<file path="config.mk">
export PLATFORM = sky130hd
export DESIGN_NAME = triangle_wave_analyzer
export DESIGN_NICKNAME = d
export VERILOG_FILES = /design/src/rtl/triangle_wave_analyzer_pkg.sv /design/src/rtl/triangle_wave_analyzer_sat_counter.sv /design/src/rtl/triangle_wave_analyzer.sv
export SDC_FILE = /design/constraint.sdc
export NUM_CORES = 1
export LEC_CHECK = 0
export CORE_ASPECT_RATIO = 0.5
export CORE_UTILIZATION = 25
export CTS_CLUSTER_DIAMETER = 40
export DETAILED_ROUTE_END_ITERATION = 10
export SKIP_LAST_GASP = 1
export SYNTH_ARGS = -nofsm -noshare
export SYNTH_HDL_FRONTEND = slang
export SYNTH_SLANG_ARGS = --single-unit
</file>
<file path="constraint.sdc">
create_clock -name clk -period 4.9 [get_ports clk]
set_input_delay 0.49 -clock clk [delete_from_list [all_inputs] [get_ports clk]]
set_output_delay 0.49 -clock clk [all_outputs]
set_load 0.02 [all_outputs]
</file>
<file path="src/rtl/triangle_wave_analyzer_pkg.sv">
// Shared definitions for the triangle wave analyzer.
// Step classification encodings, analyzer FSM states and the error counter width.
// Imported by the analyzer top and its saturating counter.
package triangle_wave_analyzer_pkg;

    // Direction of one sample-to-sample step
    typedef enum logic [1:0] {
        StepNone,
        StepUp,
        StepDown
    } step_e;

    // Analyzer tracking states
    typedef enum logic [1:0] {
        StSeek,
        StDir,
        StRise,
        StFall
    } ana_state_e;

    localparam int unsigned ErrCntW = 8;

endpackage

</file>
<file path="src/rtl/triangle_wave_analyzer_sat_counter.sv">
// Saturating up-counter used for the period measurement and the error count.
// Ports:
//   clk, rst_n  clock, async active-low reset (q returns to 0)
//   clear       synchronous clear to 0 (highest priority)
//   load1       synchronous load of 1 (second priority)
//   inc         increment by one, holds at all-ones
//   q           count value
//   sat         high while q is all-ones
module triangle_wave_analyzer_sat_counter
    import triangle_wave_analyzer_pkg::*;
#(
    parameter int unsigned WIDTH_P = 16
) (
    input  logic               clk,
    input  logic               rst_n,
    input  logic               clear,
    input  logic               load1,
    input  logic               inc,
    output logic [WIDTH_P-1:0] q,
    output logic               sat
);

    logic [WIDTH_P-1:0] cnt_q, cnt_d;

    assign sat = &cnt_q;
    assign q   = cnt_q;

    always_comb begin
        cnt_d = cnt_q;
        if (clear) begin
            cnt_d = '0;
        end else if (load1) begin
            cnt_d = WIDTH_P'(1);
        end else if (inc && !sat) begin
            cnt_d = cnt_q + WIDTH_P'(1);
        end
    end

    always_ff @(posedge clk or negedge rst_n) begin
        if (!rst_n) begin
            cnt_q <= '0;
        end else begin
            cnt_q <= cnt_d;
        end
    end

endmodule

</file>
<file path="src/rtl/triangle_wave_analyzer.sv">
// Receive-side checker for a triangle modulation stream.
// Tracks slope on enabled samples, reports low peak, high peak and period at every low
// turnaround once a full cycle has been seen, asserts locked once reports repeat, and
// pulses step_err on any step that is not +/-1 without wrap.
// Optional feature macro: TRI_ANALYZER_ERRCNT_EN adds the saturating err_count port.
// Ports:
//   clk, rst_n  clock, async active-low reset
//   enable      sample qualifier for mod_in
//   mod_in      triangle sample
//   low_out     last measured low peak
//   high_out    last measured high peak
//   period_out  samples between consecutive low peaks
//   valid       one-cycle pulse when the three measurements update
//   locked      measurements stable
//   step_err    one-cycle pulse on an illegal step
//   err_count   saturating count of step errors (feature macro only)
module triangle_wave_analyzer
    import triangle_wave_analyzer_pkg::*;
#(
    parameter int unsigned WIDTH      = 8,
    parameter int unsigned PERIOD_W   = 16,
    parameter int unsigned LOCK_COUNT = 2
) (
    input  logic                clk,
    input  logic                rst_n,
    input  logic                enable,
    input  logic [WIDTH-1:0]    mod_in,
    output logic [WIDTH-1:0]    low_out,
    output logic [WIDTH-1:0]    high_out,
    output logic [PERIOD_W-1:0] period_out,
    output logic                valid,
    output logic                locked,
    output logic                step_err
`ifdef TRI_ANALYZER_ERRCNT_EN
    ,
    output logic [ErrCntW-1:0]  err_count
`endif
);

    localparam logic [WIDTH-1:0] One     = WIDTH'(1);
    localparam logic [7:0]       LockCnt = 8'(LOCK_COUNT);

    ana_state_e          state_q, state_d;
    logic [WIDTH-1:0]    prev_q;
    logic [WIDTH-1:0]    high_peak_q, high_peak_d;
    logic                seen_high_q, seen_high_d;
    logic                seen_low_q, seen_low_d;
    logic                enable_q;
    logic [WIDTH-1:0]    low_q, high_q;
    logic [PERIOD_W-1:0] period_q;
    logic                valid_q, step_err_q;
    logic [7:0]          match_q, match_d;

    logic                sync, err, low_peak, report, same;
    step_e               step;
    logic [PERIOD_W-1:0] pcnt;
    logic                pcnt_sat;

    // First accepted sample after enable rises restarts tracking without an error
    assign sync = enable && !enable_q;

    // Wrap-around steps are deliberately excluded by the carry/borrow guards
    always_comb begin
        step = StepNone;
        if (prev_q != '1 && mod_in == prev_q + One) begin
            step = StepUp;
        end else if (prev_q != '0 && mod_in == prev_q - One) begin
            step = StepDown;
        end
    end

    always_comb begin
        state_d     = state_q;
        high_peak_d = high_peak_q;
        seen_high_d = seen_high_q;
        seen_low_d  = seen_low_q;
        err         = 1'b0;
        low_peak    = 1'b0;
        if (enable) begin
            if (sync) begin
                state_d     = StDir;
                seen_high_d = 1'b0;
                seen_low_d  = 1'b0;
            end else begin
                unique case (state_q)
                    StSeek: state_d = StDir;
                    StDir: begin
                        if (step == StepUp) begin
                            state_d = StRise;
                        end else if (step == StepDown) begin
                            state_d = StFall;
                        end else begin
                            err = 1'b1;
                        end
                    end
                    StRise: begin
                        if (step == StepDown) begin
                            high_peak_d = prev_q;
                            seen_high_d = 1'b1;
                            state_d     = StFall;
                        end else if (step != StepUp) begin
                            err = 1'b1;
                        end
                    end
                    StFall: begin
                        if (step == StepUp) begin
                            low_peak   = 1'b1;
                            seen_low_d = 1'b1;
                            state_d    = StRise;
                        end else if (step != StepDown) begin
                            err = 1'b1;
                        end
                    end
                endcase
                if (err) begin
                    state_d     = StSeek;
                    seen_high_d = 1'b0;
                    seen_low_d  = 1'b0;
                end
            end
        end
    end

    // Report needs a full cycle: a high peak and an earlier low peak since resync
    assign report = low_peak && seen_high_q && seen_low_q;

    // A saturated period is not a measurement, so it can never count towards lock
    assign same = (prev_q == low_q) && (high_peak_q == high_q) && (pcnt == period_q)
                  && !pcnt_sat;

    always_comb begin
        match_d = match_q;
        if (err) begin
            match_d = '0;
        end else if (report) begin
            if (!same) begin
                match_d = '0;
            end else if (match_q < LockCnt) begin
                match_d = match_q + 8'd1;
            end
        end
    end

    // Counts samples since the last low peak; the peak-detecting sample starts at 1
    triangle_wave_analyzer_sat_counter #(
        .WIDTH_P (PERIOD_W)
    ) u_period_cnt (
        .clk   (clk),
        .rst_n (rst_n),
        .clear (sync),
        .load1 (low_peak),
        .inc   (enable),
        .q     (pcnt),
        .sat   (pcnt_sat)
    );

`ifdef TRI_ANALYZER_ERRCNT_EN
    logic err_sat;

    triangle_wave_analyzer_sat_counter #(
        .WIDTH_P (ErrCntW)
    ) u_err_cnt (
        .clk   (clk),
        .rst_n (rst_n),
        .clear (1'b0),
        .load1 (1'b0),
        .inc   (err && !err_sat),
        .q     (err_count),
        .sat   (err_sat)
    );
`endif

    always_ff @(posedge clk or negedge rst_n) begin
        if (!rst_n) begin
            state_q     <= StSeek;
            prev_q      <= '0;
            high_peak_q <= '0;
            seen_high_q <= 1'b0;
            seen_low_q  <= 1'b0;
            enable_q    <= 1'b0;
            low_q       <= '0;
            high_q      <= '0;
            period_q    <= '0;
            valid_q     <= 1'b0;
            step_err_q  <= 1'b0;
            match_q     <= '0;
        end else begin
            enable_q    <= enable;
            state_q     <= state_d;
            high_peak_q <= high_peak_d;
            seen_high_q <= seen_high_d;
            seen_low_q  <= seen_low_d;
            valid_q     <= report;
            step_err_q  <= err;
            match_q     <= match_d;
            if (enable) begin
                prev_q <= mod_in;
            end
            if (report) begin
                low_q    <= prev_q;
                high_q   <= high_peak_q;
                period_q <= pcnt;
            end
        end
    end

    assign low_out    = low_q;
    assign high_out   = high_q;
    assign period_out = period_q;
    assign valid      = valid_q;
    assign step_err   = step_err_q;
    assign locked     = (match_q >= LockCnt);

endmodule

</file>
==> run metrics <==
most frequent cells in the layout=79 x dfrtp_1, 51 x xnor2_1, 44 x clkdlybuf4s50_1, 30 x nor2_1, 30 x mux2_1; initial DRC count=111; Die W=186 microns; CORE AREA=16500 sq um; Power, Total=0.00157 W; TritonCTS buffer count=9; GRT overflow=0; period utilization=66.6%; fin nets=435; Setup TNS Final=0 ns; Cells after Synth=382; adder-cell share of the synthesized area=1.47%; largest net degree at the start of global routing=80; clk root buf=clkbuf_16; crit path launch type=flop; clk_skew=0.00556 ns; DP HPWL=6560 microns; layout cells sized above 1=10.1%; post-DR vias/cell=4.45; Mapped Area=4250 sq um; largest family of logic cells by synthesized area=simple AND/OR/NAND/NOR gates; leakage power=2.21 nW; WP data required=5.09 ns; RR Endpoint=u_period_cnt.q[12]$_DFFE_PN0P_; predominant post-synthesis flop cell=dfrtp_1; Post-synth EDFFs=0; Max-Slew Margin vs Limit=32.7%; end of the critical path=u_period_cnt.q[12]$_DFFE_PN0P_; outcome=finished clean; # Max-Cap Violations=0; WL/cell=14.1 microns; Global Route Usage Sum=11.6%; worst hold path class=input pin to asynchronous set/reset pin; Mapped Nets=398; PostCTS Resize Cnt=0; Area Overhead vs Synth=22.3%; vias in the first global route=2962; I/O Pins=46; pre-CTS setup slack=1.60 ns; synthesized flop and latch total=79; syn avg cell area=11.1 sq um; antenna violations before repair=0; clock latency on the worst-skew pair=0.34 ns; Final Hold Viols=0; Starting Density=25.8%; post-synthesis mux area share=13.1%; Worst R2R Start=prev_q[0]$_DFFE_PN0P_; post-cts hold buffer count=0; r2r setup slk=1.64 ns; Routed Antenna Nets=0; async set or reset register ratio after synthesis=100%; Setup WS post-layout=1.64 ns; Yosys warnings=0; Worst Setup End Kind=flop; CP Launch Point=prev_q[0]$_DFFE_PN0P_; Post-DP Area=4880 sq um; CTS tree=yes; Crit path arrival time=3.45 ns; crit-path max FO=16; Register-to-Register Path Depth=8; Hold Slack=0.329 ns; PortBufs=45; Reg clk slew, reported paths=0.06 ns; maximum clock path buffer count=2; PwrDens=302 nW/um^2; path type of the worst setup path=flop to flop; Sink Count=79; fin. max-slew vios=0; first-pass iteration count of the detailed router=4; antenna diode count=0; sequential element share of the synthesized area=46.6%; worst slew pin tran=1.01 ns; wire length of the first global-routing pass=15600 microns; Fmax=307 MHz; Die Ht=94.1 microns; RD Place Congestion=0.774; Setup Viol. Count Final=0; unrepaired setup endpoints after global routing=false; H-Tree Depth=3; DRC Markers=0; Min Clock Period, post-route=3.26 ns; number of post-CTS setup repair buffers=0; post-synthesis simple-gate area fraction=16.6%; Routed WL=9190 microns; die area=17500 sq um; post-synthesis compound-gate area fraction=6.84%; Core Rows=33; DR vias=2898; fin area=5190 sq um; Worst IR Drop VDD=165 uV; Synth Area in XOR/XNOR=12.2%; commonest non-fill, non-tap cell in the layout=dfrtp_1; Synth cell types=55
synth_stat cells (3+ instances only):
master	count	share of area [%]
a21o_1	3	0.53
a21oi_1	7	0.83
a31oi_1	4	0.59
and2_1	6	0.88
and3_1	6	0.88
and4_1	3	0.62
buf_2	8	0.94
buf_4	3	0.53
clkbuf_1	8	0.71
dfrtp_1	79	47
ha_1	5	1.5
inv_1	8	0.71
mux2_1	30	8.0
mux2_2	7	1.9
mux2_4	8	2.8
nand2_1	15	1.3
nand2b_1	3	0.44
nand3_1	8	0.94
nand4_1	17	2.5
nor2_1	30	2.7
nor2b_1	4	0.59
nor3_1	11	1.3
nor3b_1	3	0.53
nor4_1	8	1.2
o21ai_0	3	0.35
xnor2_1	51	11
xor2_1	8	1.7
stage by stage:
stage | util (%) | instances
3_3_place_gp | 29.6 | 635
3_5_place_dp | 29.6 | 635
4_1_cts | 31.5 | 651
5_1_grt | 31.5 | 651
2_1_floorplan | - | 382
6_report | 31.5 | 651
critical path, stage by stage (launching register included):
cell	delay (ns)
dfrtp_1	0.57
ha_1	0.40
and3_1	0.23
or4b_1	0.50
o211ai_1	0.15
nand2b_1	0.18
nand2b_1	0.33
o21ai_2	0.61
nor3_1	0.14
area by class of cell:
cell class / instances / area [sq um]
Timing Repair Buffer: 47 / 463
Clock inverter: 6 / 68.8
Sequential cell: 79 / 1980
Multi-Input combinational cell: 274 / 2130
Inverter: 8 / 30.0
Tap cell: 227 / 284
Clock buffer: 10 / 239
Fill cell: 1652 / 11300
layer usage:
metal / routed length [microns] / vias up / GRT usage, %
li1: - / 1427 / -
met1: 4440 / 1432 / 15.1
met2: 4310 / 32 / 18.3
met3: 309 / 7 / 3.29
met4: 133 / 0 / 3.96
met5: 0 / - / 0
registers in the layout, indices dropped and copies added, names as in the netlist:
register,cells
period_out,16
u_period_cnt.q,16
high_out,8
high_peak_q,8
low_out,8
match_q,8
prev_q,8
state_q,2
enable_q,1
seen_high_q,1
seen_low_q,1
step_err,1
valid,1
kinds of logic after synthesis:
logic type                 after synthesis
and+or+nand+nor                        126
xor gates and xnor gates                59
adders and majority gates                5
DFF                                     79
muxes                                   47
AOI/OAI and AO/OA                       37
buffers and inverters                   29
power breakdown:
| group | leakage, nW | switching (W) | internal (W) | total, W |
|---|---|---|---|---|
| clock | 0.149 | 0.000272 | 0.000411 | 0.000683 |
| sequential | 1.08 | 0.0000473 | 0.000672 | 0.000719 |
| combinational | 0.981 | 0.0000899 | 0.0000766 | 0.000167 |
how the worst min path moves through the flow:
stage / end / slack, ns / depth (start not counted) / from
after global placement: match_q[3]$_DFFE_PN0P_ / 0.47 / 1 / match_q[3]$_DFFE_PN0P_
after CTS: u_period_cnt.q[13]$_DFFE_PN0P_ / 0.37 / 1 / rst_n
after detailed placement: match_q[5]$_DFFE_PN0P_ / 0.47 / 1 / match_q[5]$_DFFE_PN0P_
after global routing: period_out[4]$_DFFE_PN0P_ / 0.41 / 1 / rst_n
after floorplan: enable_q$_DFF_PN0_ / 0.19 / 0 / rst_n
final: period_out[5]$_DFFE_PN0P_ / 0.33 / 1 / rst_n
(Power assumes the default switching activity.)
